--- config.mk ---
export PLATFORM = sky130hd
export DESIGN_NAME = sa_load_sequencer
export DESIGN_NICKNAME = d
export VERILOG_FILES = /design/src/rtl/sa_pkg.sv /design/src/rtl/sa_lane_skew.sv /design/src/rtl/sa_load_sequencer.sv
export SDC_FILE = /design/constraint.sdc
export NUM_CORES = 1
export LEC_CHECK = 0
export ABC_AREA = 1
export BUFFER_PORTS_ARGS = -buffer_cell sky130_fd_sc_hd__buf_2
export CAP_MARGIN = 20
export CORE_MARGIN = 1.5
export CORE_UTILIZATION = 50
export DETAILED_ROUTE_END_ITERATION = 8
export PLACE_DENSITY = 0.76
export SLEW_MARGIN = 40
export SYNTH_ARGS = -nofsm -noshare
export SYNTH_HDL_FRONTEND = slang
export SYNTH_HIERARCHICAL = 1
export SYNTH_SLANG_ARGS = --single-unit
export TNS_END_PERCENT = 50
--- constraint.sdc ---
create_clock -name clk -period 2.7 [get_ports clk]
set_input_delay 0.81 -clock clk [delete_from_list [all_inputs] [get_ports clk]]
set_output_delay 0.81 -clock clk [all_outputs]
set_load 0.02 [all_outputs]
--- src/rtl/sa_pkg.sv ---
// Shared types and sizing helpers for the systolic-array load sequencer.
// Holds the FSM state encoding and counter-width helpers used by the top.
package sa_pkg;

    typedef enum logic [2:0] {
        IDLE,
        W_FETCH,
        W_DRAIN,
        F_FETCH,
        F_DRAIN,
        FLUSH,
        DONE
    } sa_state_e;

    // Index width that never collapses to zero bits for single-entry ranges.
    function automatic int idx_w(input int n);
        return (n > 1) ? $clog2(n) : 1;
    endfunction

    localparam int SA_TAPS  = 9;
    localparam int SA_LANES = 3;
    localparam int SA_ROWS  = 2;

    localparam int TAP_IDX_W  = idx_w(SA_TAPS);
    localparam int FEAT_CNT_W = idx_w(SA_ROWS * SA_LANES);

endpackage

--- src/rtl/sa_lane_skew.sv ---
// Triangular delay line: lane l sees a loaded row l+1 cycles after load_i.
// Data is zeroed alongside valid so idle lanes present 0.
module sa_lane_skew #(
    parameter int DATA_W = 8,
    parameter int LANES  = 3
) (
    input  logic                         clk,
    input  logic                         rst,
    input  logic                         load_i,
    input  logic [LANES-1:0][DATA_W-1:0] row_i,
    output logic [LANES*DATA_W-1:0]      data_o,
    output logic [LANES-1:0]             valid_o
);

    for (genvar l = 0; l < LANES; l++) begin : g_lane
        logic [l:0][DATA_W-1:0] d_q;
        logic [l:0]             v_q;

        always_ff @(posedge clk) begin
            if (!rst) begin
                d_q <= '0;
                v_q <= '0;
            end else begin
                d_q[0] <= load_i ? row_i[l] : '0;
                v_q[0] <= load_i;
                for (int s = 1; s <= l; s++) begin
                    d_q[s] <= d_q[s-1];
                    v_q[s] <= v_q[s-1];
                end
            end
        end

        assign data_o[l*DATA_W +: DATA_W] = d_q[l];
        assign valid_o[l]                 = v_q[l];
    end

endmodule

--- src/rtl/sa_load_sequencer.sv ---
// Single-port RAM sequencer: preloads a weight bank, then streams feature rows
// into a per-lane skew pipe feeding the systolic array.
module sa_load_sequencer
    import sa_pkg::*;
#(
    parameter int DATA_W = 8,
    parameter int ADDR_W = 6,
    parameter int TAPS   = SA_TAPS,
    parameter int LANES  = SA_LANES,
    parameter int ROWS   = SA_ROWS
) (
    input  logic                    clk,
    input  logic                    rst,
    input  logic                    start_i,
    input  logic                    mode_i,
    input  logic [ADDR_W-1:0]       weight_base_i,
    input  logic [ADDR_W-1:0]       feature_base_i,
    output logic [ADDR_W-1:0]       ram_addr_o,
    output logic                    ram_rd_o,
    input  logic [DATA_W-1:0]       ram_q_i,
    output logic                    busy_o,
    output logic                    done_o,
    output logic [TAPS*DATA_W-1:0]  weights_o,
    output logic                    weights_valid_o,
    output logic [LANES*DATA_W-1:0] feat_o,
    output logic [LANES-1:0]        feat_valid_o,
    output logic                    sa_en_o
);

    localparam int FEATS  = ROWS * LANES;
    localparam int CNT_W  = idx_w((TAPS > FEATS) ? TAPS : FEATS);
    localparam int TAP_W  = idx_w(TAPS);
    localparam int LANE_W = idx_w(LANES);

    localparam logic [CNT_W-1:0]  TAP_LAST   = CNT_W'(TAPS - 1);
    localparam logic [CNT_W-1:0]  FEAT_LAST  = CNT_W'(FEATS - 1);
    localparam logic [CNT_W-1:0]  FLUSH_LAST = CNT_W'(LANES - 1);
    localparam logic [LANE_W-1:0] LANE_LAST  = LANE_W'(LANES - 1);

    sa_state_e                    state_q, state_d;
    logic [CNT_W-1:0]             cnt_q, cnt_d;
    logic [LANE_W-1:0]            lane_q, lane_d;
    logic                         accept, accept_full;

    logic [ADDR_W-1:0]            wbase_q, fbase_q, addr_hold_q, rd_addr;
    logic                         wvalid_q;
    logic                         rvld_q, rfeat_q;
    logic [TAP_W-1:0]             rtap_q;
    logic [LANE_W-1:0]            rlane_q;
    logic [TAPS-1:0][DATA_W-1:0]  weights_q;
    logic [LANES-1:0][DATA_W-1:0] stage_q, stage_d;
    logic                         row_load;

    always_ff @(posedge clk) begin
        if (!rst) begin
            state_q <= IDLE;
            cnt_q   <= '0;
            lane_q  <= '0;
        end else begin
            state_q <= state_d;
            cnt_q   <= cnt_d;
            lane_q  <= lane_d;
        end
    end

    always_comb begin
        state_d     = state_q;
        cnt_d       = cnt_q;
        lane_d      = lane_q;
        ram_rd_o    = 1'b0;
        accept      = 1'b0;
        accept_full = 1'b0;
        case (state_q)
            IDLE: begin
                if (start_i) begin
                    accept = 1'b1;
                    cnt_d  = '0;
                    lane_d = '0;
                    // Features-only needs a loaded bank; otherwise fall back to full.
                    if (mode_i && wvalid_q) begin
                        state_d = F_FETCH;
                    end else begin
                        state_d     = W_FETCH;
                        accept_full = 1'b1;
                    end
                end
            end
            W_FETCH: begin
                ram_rd_o = 1'b1;
                if (cnt_q == TAP_LAST) begin
                    cnt_d   = '0;
                    state_d = W_DRAIN;
                end else begin
                    cnt_d = cnt_q + 1'b1;
                end
            end
            W_DRAIN: state_d = F_FETCH;
            F_FETCH: begin
                ram_rd_o = 1'b1;
                lane_d   = (lane_q == LANE_LAST) ? '0 : lane_q + 1'b1;
                if (cnt_q == FEAT_LAST) begin
                    cnt_d   = '0;
                    state_d = F_DRAIN;
                end else begin
                    cnt_d = cnt_q + 1'b1;
                end
            end
            F_DRAIN: state_d = FLUSH;
            FLUSH: begin
                if (cnt_q == FLUSH_LAST) begin
                    cnt_d   = '0;
                    state_d = DONE;
                end else begin
                    cnt_d = cnt_q + 1'b1;
                end
            end
            DONE:    state_d = IDLE;
            default: state_d = IDLE;
        endcase
    end

    // Feature count is linear r*LANES+l, so it doubles as the address offset.
    assign rd_addr    = ((state_q == W_FETCH) ? wbase_q : fbase_q) + ADDR_W'(cnt_q);
    assign ram_addr_o = ram_rd_o ? rd_addr : addr_hold_q;

    always_comb begin
        stage_d = stage_q;
        if (rvld_q && rfeat_q) stage_d[rlane_q] = ram_q_i;
    end

    assign row_load = rvld_q && rfeat_q && (rlane_q == LANE_LAST);

    always_ff @(posedge clk) begin
        if (!rst) begin
            wbase_q     <= '0;
            fbase_q     <= '0;
            addr_hold_q <= '0;
            wvalid_q    <= 1'b0;
            rvld_q      <= 1'b0;
            rfeat_q     <= 1'b0;
            rtap_q      <= '0;
            rlane_q     <= '0;
            weights_q   <= '0;
            stage_q     <= '0;
        end else begin
            if (accept) begin
                wbase_q <= weight_base_i;
                fbase_q <= feature_base_i;
            end
            if (accept_full)          wvalid_q <= 1'b0;
            else if (state_q == W_DRAIN) wvalid_q <= 1'b1;
            if (ram_rd_o) addr_hold_q <= rd_addr;
            // Tag travels with the read so the returning word knows its destination.
            rvld_q  <= ram_rd_o;
            rfeat_q <= (state_q == F_FETCH);
            rtap_q  <= cnt_q[TAP_W-1:0];
            rlane_q <= lane_q;
            if (rvld_q && !rfeat_q) weights_q[rtap_q] <= ram_q_i;
            stage_q <= stage_d;
        end
    end

    sa_lane_skew #(
        .DATA_W (DATA_W),
        .LANES  (LANES)
    ) u_skew (
        .clk     (clk),
        .rst     (rst),
        .load_i  (row_load),
        .row_i   (stage_d),
        .data_o  (feat_o),
        .valid_o (feat_valid_o)
    );

    assign busy_o          = (state_q != IDLE);
    assign done_o          = (state_q == DONE);
    assign weights_o       = weights_q;
    assign weights_valid_o = wvalid_q;
    assign sa_en_o         = |feat_valid_o;

endmodule
## Word level (Yosys, flattened, before mapping)

Cells that the tools add are included.

- $add $sub $neg: 3
- $lt $le $gt $ge: 4
- Reductions and logical operators: 18
- Muxes and demuxes: 29
- Equality and inequality tests: 15
- Bitwise logic cells: 1

Operators by type and width:

| operator | number |
|---|---|
| $bwmux 72 | 1 |
| $demux 8 s4 | 1 |
| $bwmux 24 | 1 |
| $mux 24 | 1 |
| $pmux 3 s6 | 1 |
| $demux 8 s2 | 1 |
| $mux 4 | 4 |
| $mux 8 | 2 |
| $pmux 4 s4 | 1 |
| $mux 3 | 4 |
| $mux 6 | 2 |
| $eq 3x3->1 const B | 3 |
| $ne 2x2->1 const B | 4 |
| $add 6x4->6 | 1 |
| $eq 3x2->1 const B | 2 |
| $logic_and 1x1->1 | 6 |
| $mux 1 | 6 |
| $mux 2 | 3 |
| $reduce_and 2->1 | 3 |
| $lt 4x5->1 const B | 1 |
| $add 4x1->4 const B | 1 |
| $eq 2x2->1 const B | 2 |
| $eq 4x2->1 const B | 1 |
| $eq 4x3->1 const B | 1 |
| other kinds (16) | 17 |

- Register bits: 186
- Output and inout port bits: 110
- Word-level logic and storage cells: 102
- Input bits: 24

## Logic depth before layout (Yosys ltp)

Gate-level depths: netlist of the first run.

- Depth after elaboration: 6
- Gate-level depth with buffers: 15

## Hierarchy

Netlist of the first run, hierarchy kept.

By module, submodules not included:

| module | area each (µm²) | cells an instance | times used | sequential area each (µm²) |
|---|---|---|---|---|
| sa_load_sequencer | 5402.7 | 741 | 1 | 2642.5 |
| sa_lane_skew | 1694.1 | 175 | 1 | 1021.0 |

## Worst setup path after synthesis of the first run

OpenSTA, ideal clock, no wires.

- Kind: reg-to-output
- From: register state_q[1]
- To: output port ram_addr_o[4]
- Data required time: 1.890 ns
- Stages on the path, launching flop included: 15
- Slack: -0.099 ns
- Data arrival time: 1.989 ns
- Path through: dfxtp_1 > buf_2 > inv_1 > nand3_2 > nand2_1 > o21ai_0 > ha_1 > fa_1 > a21oi_1 > o21ai_0 > inv_1 > nand2_1 > nand3_1 > nand2_1 > inv_1

- Word-level cells in the longest chain between the ends: 4
- Elaborated cells on any way between the ends: 7
- Those cells by class: add/sub: 1; eq/ne: 2; mux: 3; reduce/logical: 1

Ends and longest elaborated chain:

| item | line | source |
|---|---|---|
| from (decl) | sa_load_sequencer.sv:40 | `sa_state_e state_q, state_d;` |
| from (signal assigned) | sa_load_sequencer.sv:60 | `state_q <= state_d;` |
| $eq 3x1->1 or $eq 3x2->1 (tied branches) | sa_load_sequencer.sv:73, sa_load_sequencer.sv:123 |  |
| $mux 6 or $reduce_or 2->1 (tied branches) | - |  |
| $add 6x4->6 or $mux 1 (tied branches) | sa_load_sequencer.sv:123, sa_load_sequencer.sv:73 |  |
| $mux 6 * | - |  |
| to (decl) | sa_load_sequencer.sv:18 | `output logic [ADDR_W-1:0] ram_addr_o,` |

Every way passes the cells marked *; elsewhere a longest branch is shown, timed or not.

## Worst setup path after layout of the first run

Same ends and word-level chain as after synthesis.

==> results of run 1 <==
## power by group
group	switching (mW)	leakage (nW)	internal, mW
registers	0.0433	1.48	2.78
logic	0.494	2.43	0.256
clock network	0.967	0.268	1.33
total	1.50	4.18	4.37
## critical path: stages, from the launching register on
cell	delay, ps
dfxtp_2	330
inv_2	70
nand3_4	120
nand2_2	80
o21ai_1	70
ha_2	190
fa_2	370
a21oi_2	160
o21ai_2	70
inv_1	50
nand2_1	40
nand3_1	70
nand2_1	80
inv_2	60
buf_6	100
## state kept, by name, summed over array words and instances, names as in the netlist
register / count
lane_q: 2
rvld_q: 1
wbase_q: 6
u_skew/g_lane.v_q: 3
addr_hold_q: 6
stage_q: 24
u_skew/data_o: 16
rlane_q: 2
rfeat_q: 1
weights_valid_o: 1
rtap_q: 4
u_skew/g_lane.d_q: 32
state_q: 3
fbase_q: 6
cnt_q: 4
weights_o: 72
## per-stage QoR
| stage | util [%] | total power, mW |
|---|---|---|
| floorplan | - | 3.37 |
| global placement | 55.8 | 3.55 |
| detailed placement | 55.8 | 3.56 |
| CTS | 60.1 | 5.89 |
| global route | 60.5 | 6.13 |
| finish | 60.5 | 5.87 |
## layer usage
| layer | vias to the layer above | wire length (um) | track usage (%) |
|---|---|---|---|
| li1 | 3041 | - | - |
| met1 | 2633 | 6920 | 27.3 |
| met2 | 158 | 7240 | 34.0 |
| met3 | 16 | 1010 | 6.55 |
| met4 | 0 | 204 | 6.61 |
| met5 | - | 0 | 0 |
## synthesized netlist by cell type
cell,n
buf_2,3
or2_2,11
buf_6,5
dfxtp_1,183
nor2_1,103
a31oi_1,2
inv_1,136
nand2_4,2
nand3_2,1
nor4_4,1
a21oi_1,68
nor2_2,9
nand2_1,168
buf_12,1
o21a_1,1
ha_1,8
clkinv_1,4
nor2_4,10
nand4_1,2
nor3_2,1
fa_1,1
nor3_1,1
clkbuf_1,29
o21ai_0,70
nor3_4,1
nand3_1,72
or3_1,1
inv_2,2
buf_4,20
## kinds of logic after synthesis
family | after synthesis | share of synthesized area, %
adders and majority gates | 9 | 1.69
DFF | 183 | 51.6
buffers and inverters | 200 | 12.4
AOI/OAI and AO/OA | 141 | 10.0
and+or+nand+nor | 383 | 24.2
## worst min-delay path by stage
stage,end,slack (ps),cells past startpoint
6_report,u_skew/g_lane[2].d_q[14],410,2
5_1_grt,u_skew/data_o[23],430,2
4_1_cts,u_skew/data_o[14],410,2
3_5_place_dp,u_skew/data_o[14],400,2
3_3_place_gp,u_skew/g_lane[2].d_q[14],390,2
2_1_floorplan,u_skew/data_o[10],390,2
## cell type report
| type | instances | area, um2 |
|---|---|---|
| repair buffers | 150 | 825 |
| clock inverters | 8 | 73.8 |
| clock buffers | 22 | 474 |
| well taps | 180 | 225 |
| multi-input cells | 533 | 2600 |
| fillers | 1244 | 5490 |
| inverters | 142 | 533 |
| flip-flops and latches | 183 | 3670 |
## repair_timing
item	4_1_cts	5_1_grt
endpoints found under the setup margin	5	5
pin swaps	2	3
gates resized for setup	11	9
gates cloned	0	0
hold buffers	0	0
buffers inserted	3	2
==> impl_metrics.env, run 1 <==
export IMPL_status="finished with violations"
export IMPL_violations="negative setup slack"
export IMPL_synth_cells=916
export IMPL_ys_warn_count=6
export IMPL_nets=1060
export IMPL_final_common_cell="dfxtp_1"
export IMPL_grt_overflow_total=0
export IMPL_grt_max_degree=73
export IMPL_holdCritPathClass="reg2reg"
export IMPL_irDropWorstVdd_mv=0.448
export IMPL_area_growth_pct=18.3
export IMPL_vias_per_cell=4.80
export IMPL_drv_cap=0
export IMPL_antenna_found_initial=0
export IMPL_pre_cts_ws_ps=-20.8
export IMPL_place_area_um2=7750
export IMPL_cts_inserted_buffers=17
export IMPL_drc_errors=0
export IMPL_die_y_um=122
export IMPL_postRouteAntennaNets=0
export IMPL_p_leak_nw=4.18
export IMPL_rrSetupSlack_ps=830
export IMPL_ys_seq_area_share_pct=51.6
export IMPL_yosysTopAreaCellShare_pct=51.6
export IMPL_rsz0062_at_grt="true"
export IMPL_grt_pass1_vias=5116
export IMPL_cp_max_fo=7
export IMPL_end_kind="output port"
export IMPL_cts_root_buffer="clkbuf_16"
export IMPL_start_kind="flop"
export IMPL_ctsLongestPathBuffers=2
export IMPL_first_iter_violations=358
export IMPL_post_route_cell_area_um2=8400
export IMPL_synth_area_um2=7100
export IMPL_cts_sinks=183
export IMPL_synthDistinctLibCells=29
export IMPL_clk_latency_ps=420
export IMPL_ys_top_cells_by_area="dfxtp_1 (52%), nand2_1 (8.9%), inv_1 (7.2%), nor2_1 (5.4%), nand3_1 (5.1%)"
export IMPL_dr_pass1_iters=5
export IMPL_coreArea_um2=13900
export IMPL_setup_worst_path_end="ram_addr_o[4]"
export IMPL_rr_endpoint="wbase_q[1]"
export IMPL_finalWorstSetupSlack_ps=-364
export IMPL_r2r_start="state_q[0]"
export IMPL_grt_pass1_wl_um=24500
export IMPL_clkSlewWorstSetupHoldPaths_ps=60
export IMPL_n_antenna_cell=0
export IMPL_ff2ff_path_depth=5
export IMPL_fmax_mhz=326
export IMPL_start_util_pct=51.1
export IMPL_final_cell_mix="dfxtp_1 (181), nand2_1 (166), inv_1 (133)"
export IMPL_min_period_ps=3060
export IMPL_row_count=43
export IMPL_track_usage_pct=21.2
export IMPL_cts_tree="yes"
export IMPL_max_slew_margin_pct=53.3
export IMPL_num_vias=5848
export IMPL_drt_wl_total_um=15400
export IMPL_port_buffers=133
export IMPL_syn_nets=949
export IMPL_ios=134
export IMPL_htree_levels=4
export IMPL_setup_tns_ps=-1470
export IMPL_setup_violations=5
export IMPL_finalCritPeriodShare_pct=113
export IMPL_clock_skew_ps=7.59
export IMPL_place_inst=1183
export IMPL_worst_slew_pin_transition_ps=696
export IMPL_globalplace_congestion=0.872
export IMPL_die_width_um=122
export IMPL_cp_arrival_ps=2250
export IMPL_wire_per_inst_um=12.6
export IMPL_critPathRequiredTime_ps=1890
export IMPL_hold_worst_slack_ps=408
export IMPL_hold_viol=0
export IMPL_hpwlAfterDp_um=10100
export IMPL_crit_type="reg2out"
export IMPL_finalMaxSlewViolations=0
export IMPL_synth_top_cell_by_area="dfxtp_1"
export IMPL_startpoint="state_q[1]"
export IMPL_instances_no_fill=1218
export IMPL_drive_above_1_share_pct=22.1
export IMPL_synth_seq_cells=183
export IMPL_p_per_area_nw_per_um2=699
export IMPL_min_from="u_skew/g_lane[2].d_q[6]"
export IMPL_dieArea_um2=14900
export IMPL_avgSynthCellArea_um2=7.75
No activity file was read; power rests on OpenSTA's default activity.
==> run 2, diff against run 1 <==
--- a/config.mk
+++ b/config.mk
@@ -9,12 +9,11 @@
 export BUFFER_PORTS_ARGS = -buffer_cell sky130_fd_sc_hd__buf_2
 export CAP_MARGIN = 20
 export CORE_MARGIN = 1.5
-export CORE_UTILIZATION = 50
+export CORE_UTILIZATION = 49
 export DETAILED_ROUTE_END_ITERATION = 8
-export PLACE_DENSITY = 0.76
+export PLACE_DENSITY = 0.75
 export SLEW_MARGIN = 40
 export SYNTH_ARGS = -nofsm -noshare
 export SYNTH_HDL_FRONTEND = slang
-export SYNTH_HIERARCHICAL = 1
 export SYNTH_SLANG_ARGS = --single-unit
 export TNS_END_PERCENT = 50
==> run 2 against run 1 <==
Compared with the run above: the run still ends with negative setup slack left; largest cell class unchanged; non-clock buffer count grew 2; sequential power is essentially flat; die area shrank 5.6%.
==> impl_metrics.env, run 2 <==
export IMPL_status="finished with violations"
export IMPL_violations="negative setup slack"
export IMPL_ys_seq_area_share_pct=53.4
export IMPL_num_vias=5347
export IMPL_ys_top_cells_by_area="dfxtp_1 (53%), nand2_1 (7.9%), a21oi_1 (7.3%), inv_1 (5.0%), nand3_1 (4.6%)"
export IMPL_critPathRequiredTime_ps=1890
export IMPL_dieArea_um2=14100
export IMPL_rsz0062_at_grt="true"
export IMPL_cts_root_buffer="clkbuf_16"
export IMPL_drt_wl_total_um=14400
export IMPL_fillers=1175
export IMPL_power_switching_mw=1.92
export IMPL_synthDistinctLibCells=36
export IMPL_n_antenna_cell=0
export IMPL_syn_nets=827
export IMPL_cts_tree="yes"
export IMPL_clkSlewWorstSetupHoldPaths_ps=60
export IMPL_die_y_um=119
export IMPL_largest_register_ffs=72
export IMPL_wire_per_inst_um=13.2
export IMPL_grt_max_degree=68
export IMPL_irDropWorstVdd_mv=0.459
export IMPL_async_flop_share_pct=0
export IMPL_max_slew_margin_pct=47.5
export IMPL_intPower_mw=4.70
export IMPL_crit_type="reg2out"
export IMPL_final_common_cell="dfxtp_1"
export IMPL_antenna_found_initial=0
export IMPL_end_kind="output port"
export IMPL_area_growth_pct=20.6
export IMPL_start_util_pct=49.9
export IMPL_pre_cts_ws_ps=0.305
export IMPL_yosysTopAreaCellShare_pct=53.4
export IMPL_hold_viol=0
export IMPL_drc_errors=0
export IMPL_grt_pass1_wl_um=23000
export IMPL_synth_cells=794
export IMPL_crit_slowest_cell="fa_2"
export IMPL_synth_edf_count=0
export IMPL_clk_latency_ps=430
export IMPL_drive_above_1_share_pct=25.4
export IMPL_track_usage_pct=20.8
export IMPL_port_buffers=133
export IMPL_ys_warn_count=0
export IMPL_min_period_ps=3180
export IMPL_clockPowerShare_pct=37.2
export IMPL_vias_per_cell=4.89
export IMPL_start_kind="flop"
export IMPL_nets=939
export IMPL_p_per_area_nw_per_um2=837
export IMPL_synth_commonest_cells="dfxtp_1 (175), nand2_1 (138), a21oi_1 (95)"
export IMPL_first_iter_violations=383
export IMPL_fmax_mhz=314
export IMPL_cp_max_fo=6
export IMPL_clock_skew_ps=8.52
export IMPL_drv_cap=0
export IMPL_total_power_mw=6.62
export IMPL_finalCritPeriodShare_pct=118
export IMPL_switching_share_pct=29.0
export IMPL_synth_top_cell_by_area="dfxtp_1"
export IMPL_seqPwrFrac_pct=42.4
export IMPL_row_count=42
export IMPL_seq_area_um2=3510
export IMPL_multi_input_area_um2=2350
export IMPL_cp_cell_sequence="inv_2 > nand3_4 > nand2_1 > o21ai_1 > ha_2 > fa_2 > buf_4 > buf_4 > a21oi_1 > o21ai_0 > nand2_1 > buf_2"
export IMPL_yosysMostFrequentCell="dfxtp_1"
export IMPL_cts_sinks=175
export IMPL_fin_util_pct=60.2
export IMPL_avgSynthCellArea_um2=8.26
export IMPL_synthFlopType="dfxtp_1"
export IMPL_place_area_um2=7210
export IMPL_ctsLongestPathBuffers=2
export IMPL_max_stage_delay_ps=370
export IMPL_final_cell_mix="dfxtp_1 (173), nand2_1 (134), buf_2 (131)"
export IMPL_htree_levels=4
export IMPL_hpwlAfterDp_um=9550
export IMPL_post_route_cell_area_um2=7900
export IMPL_setup_violations=5
export IMPL_die_width_um=119
export IMPL_postRouteAntennaNets=0
export IMPL_worst_slew_pin_transition_ps=783
export IMPL_holdCritPathClass="reg2reg"
export IMPL_coreArea_um2=13100
export IMPL_power_frac_comb_pct=20.4
export IMPL_grt_pass1_vias=4698
export IMPL_finalWorstSetupSlack_ps=-483
export IMPL_ios=134
export IMPL_dr_pass1_iters=6
export IMPL_globalplace_congestion=0.849
export IMPL_synth_area_um2=6560
export IMPL_cp_arrival_ps=2370
export IMPL_p_leak_nw=3.79
export IMPL_grt_overflow_total=0
export IMPL_synth_seq_cells=175
export IMPL_cts_inserted_buffers=17
export IMPL_finalMaxSlewViolations=0
[run 2: worst paths after layout]
check	cells past startpoint	slack (ps)	startpoint	end
worst max-delay path	12	-480	state_q[2]	ram_addr_o[2]
worst min-delay path	2	410	u_skew.g_lane[1].d_q[3]	u_skew.data_o[11]
worst max register to register	10	760	state_q[2]	addr_hold_q[2]
worst min register to register	2	410	u_skew.g_lane[1].d_q[3]	u_skew.data_o[11]
[run 2: cells by family (layout without fill, tap and decap cells)]
| group | after synthesis | count (layout) | share of synthesized area (%) |
|---|---|---|---|
| compound gates | 162 | 162 | 12.7 |
| xor+xnor | 1 | 1 | 0.134 |
| fa+ha+maj | 9 | 9 | 1.83 |
| buf+inv | 159 | 283 | 11.4 |
| flops | 175 | 175 | 53.4 |
| mux | 8 | 8 | 1.22 |
| simple gates | 280 | 280 | 19.3 |
[run 2: stage by stage]
step,hold WS [ps],cells,TNS (ps)
detailed placement,396,1057,0
global route,431,1094,-2800
finish,410,1094,-1900
CTS,412,1088,-1770
global placement,392,1057,0
floorplan,390,794,0
[run 2: timing repair]
item / 4_1_cts / 5_1_grt
gates resized for setup: 6 / 14
hold buffers: 0 / 0
setup buffers: 0 / 6
setup endpoints to repair: 5 / 6
pin swaps: 0 / 10
hold endpoints to repair: 0 / 0
[run 2: power by group through the flow]
stage               logic, mW  clock network, mW  registers [mW]
floorplan               0.863                  0            2.90
global placement         1.22                  0            2.85
detailed placement       1.23                  0            2.86
CTS                      1.27               2.50            2.80
global route             1.51               2.62            2.82
finish                   1.35               2.46            2.80
[run 2: worst max-delay path, delay by kind of cell (launching register included)]
kind            cells  cell delay [ps]
compound gates      3              340
fa+ha+maj           2              560
buf+inv             4              480
flops               1              320
simple gates        3              260
[run 2: layout make-up]
cell class | count | share of cell area (%)
flip-flops and latches | 175 | 44.4
multi-input cells | 460 | 29.7
repair buffers | 152 | 10.7
clock buffers | 24 | 6.35
inverters | 100 | 4.81
well taps | 176 | 2.79
clock inverters | 7 | 1.27
[run 2: metal layers]
| metal | wire length [um] | global-route usage, % |
|---|---|---|
| met2 | 6770 | 33.1 |
| met4 | 262 | 8.58 |
| met5 | 0 | 0 |
| met1 | 6690 | 26.9 |
| met3 | 706 | 5.45 |
==> run 3, diff against run 2 <==
--- a/config.mk
+++ b/config.mk
@@ -6,14 +6,15 @@
 export NUM_CORES = 1
 export LEC_CHECK = 0
 export ABC_AREA = 1
-export BUFFER_PORTS_ARGS = -buffer_cell sky130_fd_sc_hd__buf_2
 export CAP_MARGIN = 20
 export CORE_MARGIN = 1.5
-export CORE_UTILIZATION = 49
+export CORE_UTILIZATION = 56
 export DETAILED_ROUTE_END_ITERATION = 8
-export PLACE_DENSITY = 0.75
+export DONT_BUFFER_PORTS = 1
+export PLACE_DENSITY = 0.74
 export SLEW_MARGIN = 40
 export SYNTH_ARGS = -nofsm -noshare
 export SYNTH_HDL_FRONTEND = slang
+export SYNTH_HIERARCHICAL = 1
 export SYNTH_SLANG_ARGS = --single-unit
 export TNS_END_PERCENT = 50
==> constraint.sdc (replaced) <==
create_clock -name clk -period 2.9 [get_ports clk]
set_input_delay 0.87 -clock clk [delete_from_list [all_inputs] [get_ports clk]]
set_output_delay 0.87 -clock clk [all_outputs]
set_load 0.02 [all_outputs]
==> run 3 against run 2 <==
Compared with the run above: the run still ends with negative setup slack left; final cell count shrank 1.8%; largest cell class unchanged; sequential power decreased by 5%; clock skew barely moved.
==> impl_metrics.env, run 3 (synthesized netlist as in run 1, its figures left out) <==
export IMPL_status="finished with violations"
export IMPL_violations="negative setup slack"
export IMPL_max_stage_delay_ps=380
export IMPL_n_antenna_cell=0
export IMPL_track_usage_pct=23.8
export IMPL_min_period_ps=3080
export IMPL_start_util_pct=58.4
export IMPL_drv_cap=0
export IMPL_grt_pass1_wl_um=24400
export IMPL_vias_per_cell=5.05
export IMPL_irDropWorstVdd_mv=0.366
export IMPL_setup_violations=3
export IMPL_crit_slowest_cell="fa_2"
export IMPL_end_kind="output port"
export IMPL_num_vias=5421
export IMPL_ctsHoldBuffers=0
export IMPL_seqPwrFrac_pct=49.0
export IMPL_place_area_um2=7050
export IMPL_max_slew_margin_pct=55.9
export IMPL_grt_overflow_total=0
export IMPL_ctsLongestPathBuffers=2
export IMPL_clockPowerShare_pct=40.5
export IMPL_fin_util_pct=63.7
export IMPL_final_cell_mix="dfxtp_1 (180), nand2_1 (161), inv_1 (131)"
export IMPL_dieArea_um2=13400
export IMPL_coreArea_um2=12200
export IMPL_cp_arrival_ps=2210
export IMPL_clkSlewWorstSetupHoldPaths_ps=60
export IMPL_drt_wl_total_um=15100
export IMPL_worst_slew_pin_transition_ps=656
export IMPL_clk_latency_ps=420
export IMPL_total_power_mw=5.43
export IMPL_row_count=40
export IMPL_largest_register_ffs=72
export IMPL_power_frac_comb_pct=10.5
export IMPL_hpwlAfterDp_um=9610
export IMPL_cts_inserted_buffers=17
export IMPL_finalWorstSetupSlack_ps=-184
export IMPL_post_route_cell_area_um2=7740
export IMPL_drive_above_1_share_pct=12.1
export IMPL_critPathRequiredTime_ps=2030
export IMPL_start_kind="flop"
export IMPL_cp_cell_sequence="inv_2 > nand3_4 > buf_4 > nand2_2 > o21ai_4 > fa_2 > a21oi_2 > o21ai_2 > inv_1 > nand2_1 > nand3_1 > nand2_1 > inv_2"
export IMPL_finalCritPeriodShare_pct=106
export IMPL_drc_errors=0
export IMPL_postRouteAntennaNets=0
export IMPL_die_width_um=116
export IMPL_final_common_cell="dfxtp_1"
export IMPL_htree_levels=4
export IMPL_power_switching_mw=1.40
export IMPL_area_growth_pct=9.12
export IMPL_fmax_mhz=324
export IMPL_first_iter_violations=436
export IMPL_dr_pass1_iters=4
export IMPL_holdCritPathClass="reg2reg"
export IMPL_clock_skew_ps=8.20
export IMPL_grt_pass1_vias=4922
export IMPL_intPower_mw=4.03
export IMPL_cts_tree="yes"
export IMPL_cts_root_buffer="clkbuf_16"
export IMPL_crit_type="reg2out"
export IMPL_rsz0062_at_grt="true"
export IMPL_finalMaxSlewViolations=0
export IMPL_hold_viol=0
export IMPL_port_buffers=0
export IMPL_globalplace_congestion=0.888
export IMPL_cp_max_fo=6
export IMPL_antenna_found_initial=0
export IMPL_min_delay_path_depth=2
export IMPL_cts_sinks=183
export IMPL_die_y_um=116
export IMPL_p_per_area_nw_per_um2=701
export IMPL_p_leak_nw=3.47
export IMPL_ff2ff_path_depth=16
export IMPL_wire_per_inst_um=14.1
export IMPL_grt_max_degree=69
export IMPL_switching_share_pct=25.8
export IMPL_ios=134
export IMPL_nets=926
run 3: cell count changes in the layout (fill, tap and decap cells not counted), sizes merged, moves of 3 or more:
cell / previous run / this run
mux2i: 8 / 0
clkbuf: 24 / 21
nand3: 61 / 73
nand2: 143 / 170
clkinvlp: 0 / 4
o21ai: 61 / 70
nor2: 61 / 122
dfxtp: 175 / 183
buf: 152 / 16
a21oi: 96 / 68
inv: 97 / 140
nor3: 6 / 3
or2: 4 / 11
run 3: power by group through the flow:
stage / clock (mW) / sequential [mW] / combinational, mW
global route: 2.34 / 2.67 / 0.647
floorplan: 0 / 2.70 / 0.437
global placement: 0 / 2.71 / 0.500
CTS: 2.24 / 2.66 / 0.534
detailed placement: 0 / 2.71 / 0.502
finish: 2.20 / 2.66 / 0.572
run 3: worst max-delay path, delay by kind of cell, from the launching register on:
kind                     cells  cell delay (ps)
AND/OR/NAND/NOR              5              360
adder cells (fa/ha/maj)      1              380
buffers and inverters        4              400
AO/OA/AOI/OAI                3              330
flip-flops                   1              320
run 3: metrics by stage:
stage	hold WS [ps]	TNS [ps]	instances	setup WS, ps
3_3_place_gp	393	0	1038	101
2_1_floorplan	390	0	916	41.1
4_1_cts	410	-476	1073	-180
6_report	409	-435	1074	-184
3_5_place_dp	394	0	1038	59.5
5_1_grt	419	-894	1074	-302
run 3: area by class of cell:
type | count | area, um2
Tap cell | 168 | 210
Inverter | 142 | 536
Timing Repair Buffer | 16 | 120
Clock inverter | 11 | 97.6
Multi-Input combinational cell | 533 | 2640
Sequential cell | 183 | 3670
Fill cell | 1030 | 4420
Clock buffer | 21 | 470
run 3: per-layer routing:
metal,up-vias,global-route usage [%],part of all wire [%],routed length [um]
li1,2780,-,-,-
met1,2456,30.5,44,6630
met2,162,37.4,47,7170
met3,23,7.64,7.2,1090
met4,0,9.47,1.6,236
met5,-,0,0,0
run 3: worst paths after layout:
check,startpoint,to,slack [ps]
setup / recovery,state_q[2],ram_addr_o[4],-180
hold reg to reg,u_skew/g_lane[2].d_q[8],u_skew/data_o[16],410
setup reg to reg,state_q[2],addr_hold_q[5],980
hold / removal,u_skew/g_lane[2].d_q[8],u_skew/data_o[16],410
run 3: repair_timing:
item | 4_1_cts | 5_1_grt
setup buffers | 3 | 1
gates resized for setup | 23 | 14
hold endpoints to repair | 0 | 0
pin swaps | 8 | 8
setup endpoints to repair | 5 | 5
